===== config.mk =====
export PLATFORM = sky130hd
export DESIGN_NAME = fifo_push_arbiter
export DESIGN_NICKNAME = d
export VERILOG_FILES = /design/src/rtl/fifo_push_arbiter.sv
export SDC_FILE = /design/constraint.sdc
export NUM_CORES = 1
export LEC_CHECK = 0
export ABC_CLOCK_PERIOD_IN_PS = 7150
export CORE_ASPECT_RATIO = 1.5
export CORE_MARGIN = 3
export CORE_UTILIZATION = 46
export CTS_CLUSTER_DIAMETER = 200
export CTS_CLUSTER_SIZE = 12
export DETAILED_ROUTE_END_ITERATION = 10
export PLACE_DENSITY = 0.94
export SLEW_MARGIN = 10
export SYNTH_ARGS = -nofsm -noshare
export SYNTH_HDL_FRONTEND = slang
export SYNTH_SLANG_ARGS = --single-unit

===== constraint.sdc =====
create_clock -name clk -period 7.15 [get_ports clk]
set_input_delay 1.0725 -clock clk [delete_from_list [all_inputs] [get_ports clk]]
set_output_delay 1.0725 -clock clk [all_outputs]
set_load 0.01 [all_outputs]

===== src/rtl/fifo_push_arbiter.sv =====
// fifo_push_arbiter
//   Shares one FIFO push port between NREQ producers. A round-robin arbiter
//   grants at most one requester per cycle. The winner's data is registered
//   onto fifo_push/fifo_datain, which drive the FIFO directly. A credit
//   counter tracks free FIFO slots, so a push is never issued into a full FIFO.
//
// Ports
//   clk, rst        clock; asynchronous active-high reset (shared with the FIFO)
//   req             per-requester push request, held until granted
//   data            requester i data in bits [i*BUSW +: BUSW]
//   gnt             one-hot grant (combinational); transfer on posedge when req&gnt
//   fifo_push       registered push strobe to the FIFO
//   fifo_datain     registered push data to the FIFO
//   fifo_full       FIFO full flag; only used to raise err[0]
//   fifo_pull       FIFO pull strobe (driven by the consumer)
//   fifo_empty      FIFO empty flag
//   credits         number of free FIFO slots
//   err             sticky flags: [0] push while full, [1] credit overflow
//
// Optional feature (macro FIFO_ARB_STATS_EN)
//   Adds per-requester saturating 16-bit grant counters, read through
//   stat_sel (input) / stat_cnt (output, combinational).

module fifo_push_arbiter #(
   parameter int NREQ    = 4,
   parameter int BUSW    = 32,
   parameter int ENTRIES = 32,
   localparam int PW     = $clog2(NREQ),
   localparam int CW     = $clog2(ENTRIES + 1)
) (
   input  logic                 clk,
   input  logic                 rst,
   input  logic [NREQ-1:0]      req,
   input  logic [NREQ*BUSW-1:0] data,
   output logic [NREQ-1:0]      gnt,
   output logic                 fifo_push,
   output logic [BUSW-1:0]      fifo_datain,
   input  logic                 fifo_full,
   input  logic                 fifo_pull,
   input  logic                 fifo_empty,
   output logic [CW-1:0]        credits,
   output logic [1:0]           err
`ifdef FIFO_ARB_STATS_EN
   ,
   input  logic [PW-1:0]        stat_sel,
   output logic [15:0]          stat_cnt
`endif
);

   logic [PW-1:0]   ptr_q,    ptr_d;
   logic [CW-1:0]   credits_q, credits_d;
   logic            push_q,   push_d;
   logic [BUSW-1:0] datain_q, datain_d;
   logic [1:0]      err_q,    err_d;

   logic            gnt_any;
   logic [PW-1:0]   gnt_idx;
   logic            pop;
   int              idx;

   // Round-robin search starting at ptr. Grants are suppressed while reset
   // is asserted and whenever no downstream credit is left.
   always_comb begin
      gnt     = '0;
      gnt_idx = '0;
      gnt_any = 1'b0;
      idx     = 0;
      if (!rst && credits_q != '0) begin
         for (int k = 0; k < NREQ; k++) begin
            idx = int'(ptr_q) + k;
            if (idx >= NREQ) idx = idx - NREQ;
            if (!gnt_any && req[idx]) begin
               gnt_any  = 1'b1;
               gnt_idx  = PW'(idx);
               gnt[idx] = 1'b1;
            end
         end
      end
   end

   // A pop only frees a slot if the FIFO actually had something to give.
   assign pop = fifo_pull & ~fifo_empty;

   always_comb begin
      ptr_d     = ptr_q;
      push_d    = gnt_any;
      datain_d  = datain_q;
      credits_d = credits_q;
      err_d     = err_q;

      if (gnt_any) begin
         datain_d = data[int'(gnt_idx)*BUSW +: BUSW];
         ptr_d    = (gnt_idx == PW'(NREQ - 1)) ? '0 : gnt_idx + 1'b1;
      end

      // Simultaneous grant and pop cancel out.
      unique case ({gnt_any, pop})
         2'b10: credits_d = credits_q - 1'b1;
         2'b01: begin
            if (credits_q == CW'(ENTRIES))
               err_d[1] = 1'b1;      // more pops than pushes: hold and flag
            else
               credits_d = credits_q + 1'b1;
         end
         default: credits_d = credits_q;
      endcase

      if (push_q && fifo_full)
         err_d[0] = 1'b1;
   end

   always_ff @(posedge clk or posedge rst) begin
      if (rst) begin
         ptr_q     <= '0;
         credits_q <= CW'(ENTRIES);
         push_q    <= 1'b0;
         datain_q  <= '0;
         err_q     <= '0;
      end else begin
         ptr_q     <= ptr_d;
         credits_q <= credits_d;
         push_q    <= push_d;
         datain_q  <= datain_d;
         err_q     <= err_d;
      end
   end

   assign fifo_push   = push_q;
   assign fifo_datain = datain_q;
   assign credits     = credits_q;
   assign err         = err_q;

`ifdef FIFO_ARB_STATS_EN
   logic [15:0] cnt_q [NREQ];

   always_ff @(posedge clk or posedge rst) begin
      if (rst) begin
         for (int i = 0; i < NREQ; i++) cnt_q[i] <= '0;
      end else begin
         for (int i = 0; i < NREQ; i++)
            if (gnt[i] && cnt_q[i] != 16'hFFFF)
               cnt_q[i] <= cnt_q[i] + 16'd1;
      end
   end

   // Selectors beyond NREQ-1 (non power-of-two NREQ) read as zero.
   always_comb begin
      stat_cnt = '0;
      if (int'(stat_sel) < NREQ)
         stat_cnt = cnt_q[stat_sel];
   end
`endif

endmodule


==> qor.csv <==
metric;value;unit
status;completed;
CTS Sinks;43;
area of the mapped netlist;0.00390;sq mm
grt peak-use layer;met2;
relative slew slack;21.4;%
WP data arrival;5.29;ns
r2r startpoint;credits[0]$_DFFE_PP0P_;
Final Hold Slack;0.463;ns
#FFs+latches synth;43;
global route overflow;0;
GR Layer Usage met3;5.98;%
FP Rows;40;
DR WL/cell;18.4;microns
commonest cells in the netlist;nand2_1, nor2_1, dfrtp_1;
Peak VDD IR;0.000434;V
asr flop ratio synth;100;%
Static Leakage;0.00220;uW
XOR/XNOR Fraction of Synth Area;1.35;%
simple-gate share of the synthesized area;26.5;%
initial DRC count;197;
met1 Usage GRT;26.6;%
Clock Latency Late Sink;0.29;ns
synth top area cells;dfrtp_1, a311oi_1, mux2_4;
Tightest Hold Check Type;reg -> reg;
global-route wire length before repair;20100;microns
hold_buf cts;0;
synthesized instance count;435;
DIE WIDTH;81.2;microns
max_cap viols;0;
Yosys warnings;0;
cts repair resizes;0;
H-tree Lvls;2;
Clock Skews;0.0110;ns
Slew @ Worst Pin;1.18;ns
final-report max-slew violation count;0;
TritonCTS Buffers;5;
M2 GR Usage;48.9;%
vias;4120;
crit path time final;5.08;ns
initial antenna violation count;0;
critical path launch point type;primary input;
Largest stage delay, worst path;0.70;ns
register-to-register setup slack;3.20;ns
unrepaired setup endpoints after global routing;false;
largest area contributor in the netlist;dfrtp_1;
syn avg cell area;8.98;sq um
final weighted congestion in routability-driven placement;0.866;
prevailing post-synth register cell;dfrtp_1;
Synth Area in Adders;3.08;%
Post-CTS Setup Inserts;0;
Final Power;2190;uW
worst setup path class;in -> reg;
largest net degree at the start of global routing;76;
Fin. Hold Viols;0;
DRC Markers;0;
hold wc startpoint;err[1]$_DFFE_PP0P_;
R2R Path End;credits[5]$_DFFE_PP1P_;
pwr dens;377;mW/mm^2
Post-Route WL;12800;microns
area delta synth->final;48.6;%
Final setup viols;0;
WP buf/inv;4;
Tot GR Track Use;26.6;%
final-stage net count;733;
core area;0.00816;sq mm
Reg clk slew, reported paths;0.05;ns
initial core utilization;47.9;%
crit-path cells;clkdlybuf4s50_1 -> inv_2 -> o31ai_4 -> or2_1 -> inv_2 -> nor2_1 -> inv_1 -> ha_1 -> a21o_1 -> a21oi_1 -> o21bai_1 -> a21oi_1 -> mux2_2 -> mux2i_1;
Yosys cell types;49;
most common cell in the netlist;nand2_1;
CTS tree;done;
cells on worst reg2reg path;13;
DRT antenna net count;0;
Fill cells;619;
Via-to-Cell Ratio;5.95;
Tcrit/Tclk final;71.1;%
Antenna Cells;0;
drt first pass iters;4;
kind of cell adding the most delay to the critical path;buffers and inverters;
WP data required;7.36;ns
Yosys top cell area share;26.9;%
share of layout cells above drive strength 1;11.2;%
clock buffer depth;2;
crit path capture type;flip-flop;
die area;0.00965;sq mm
post-synthesis compound-gate area fraction;20.4;%
Mapped Nets;581;
Top Ports;182;
DP HPWL;9300;microns
Die Ht;119;microns
post-synthesis mux area share;14.9;%
Max FO, Critical Path;44;
register area share after synthesis;27.6;%
EDFF count, synth;0;
largest family of logic cells by synthesized area;simple AND/OR/NAND/NOR gates;
achievable frequency;197;MHz
hold path cells;1;
IO Port Bufs;181;
number of global-route vias before repair;4370;
Clock Tree Root;clkbuf_16;
Critical-path top delay cell;inv_2;
total negative setup slack;0;ns
Hold Path Sink;err[1]$_DFFE_PP0P_;
-- flip-flops by register name (all words and copies together) (netlist names) --
| register | count |
|---|---|
| err | 2 |
| fifo_datain | 32 |
| ptr_q | 2 |
| credits | 6 |
| fifo_push | 1 |
-- worst max path at each step --
stage | slack [ns] | depth (start not counted) | startpoint | end
2_1_floorplan | 2.87 | 13 | rst | credits[5]$_DFFE_PP1P_
3_3_place_gp | 2.01 | 14 | rst | credits[5]$_DFFE_PP1P_
3_5_place_dp | 1.73 | 14 | rst | credits[5]$_DFFE_PP1P_
4_1_cts | 2.02 | 14 | rst | credits[5]$_DFFE_PP1P_
5_1_grt | 1.63 | 14 | rst | credits[5]$_DFFE_PP1P_
6_report | 2.07 | 14 | rst | credits[5]$_DFFE_PP1P_
-- through the flow --
stage               util [%]  worst slack (ns)  std cells  instance area, sq um
floorplan                  -              2.87        435                  3910
global placement        69.4              2.01        685                  5660
detailed placement      69.4              1.73        685                  5660
CTS                     71.1              2.02        693                  5800
global route            71.2              1.63        693                  5800
finish                  71.2              2.07        693                  5800
-- cell usage in the layout (no fill, tap or decap), types with 8 or more instances in the layout --
master | Yosys | final
a2111oi_0 | 26 | 26
and2_1 | 33 | 32
nor3b_1 | 36 | 36
nand2_1 | 65 | 65
a311oi_1 | 31 | 31
clkdlybuf4s50_1 | 0 | 181
dfrtp_1 | 42 | 41
mux2_4 | 18 | 18
ha_1 | 8 | 8
mux2_2 | 15 | 15
nor2_1 | 48 | 48
-- where the power goes --
part / leakage [uW] / internal (uW) / switching (uW)
combinational: 0.00164 / 731 / 776
clock: 0.0000669 / 129 / 95.3
sequential: 0.000495 / 370 / 89.8
-- layout make-up --
type                    instances  area (sq um)  share of cell area [%]
clock inverters                 2          12.5                   0.216
well taps                     105           131                    2.26
repair buffers                184          1830                    31.6
multi-input cells             347          2600                    44.7
flip-flops and latches         43          1080                    18.6
inverters                       6          22.5                   0.388
clock buffers                   6           129                    2.22
-- per-layer routing --
layer,part of all wire [%],vias up
met2,53,190
li1,-,1913
met1,35,1972
met5,0,-
met3,6.8,45
met4,4.5,0
-- kinds of logic after synthesis --
group | after synthesis
and+or+nand+nor | 198
AOI/OAI and AO/OA | 91
buffers and inverters | 45
muxes | 43
DFF | 43
adders and majority gates | 9
xor gates and xnor gates | 6
No activity file was read; power rests on OpenSTA's default activity.
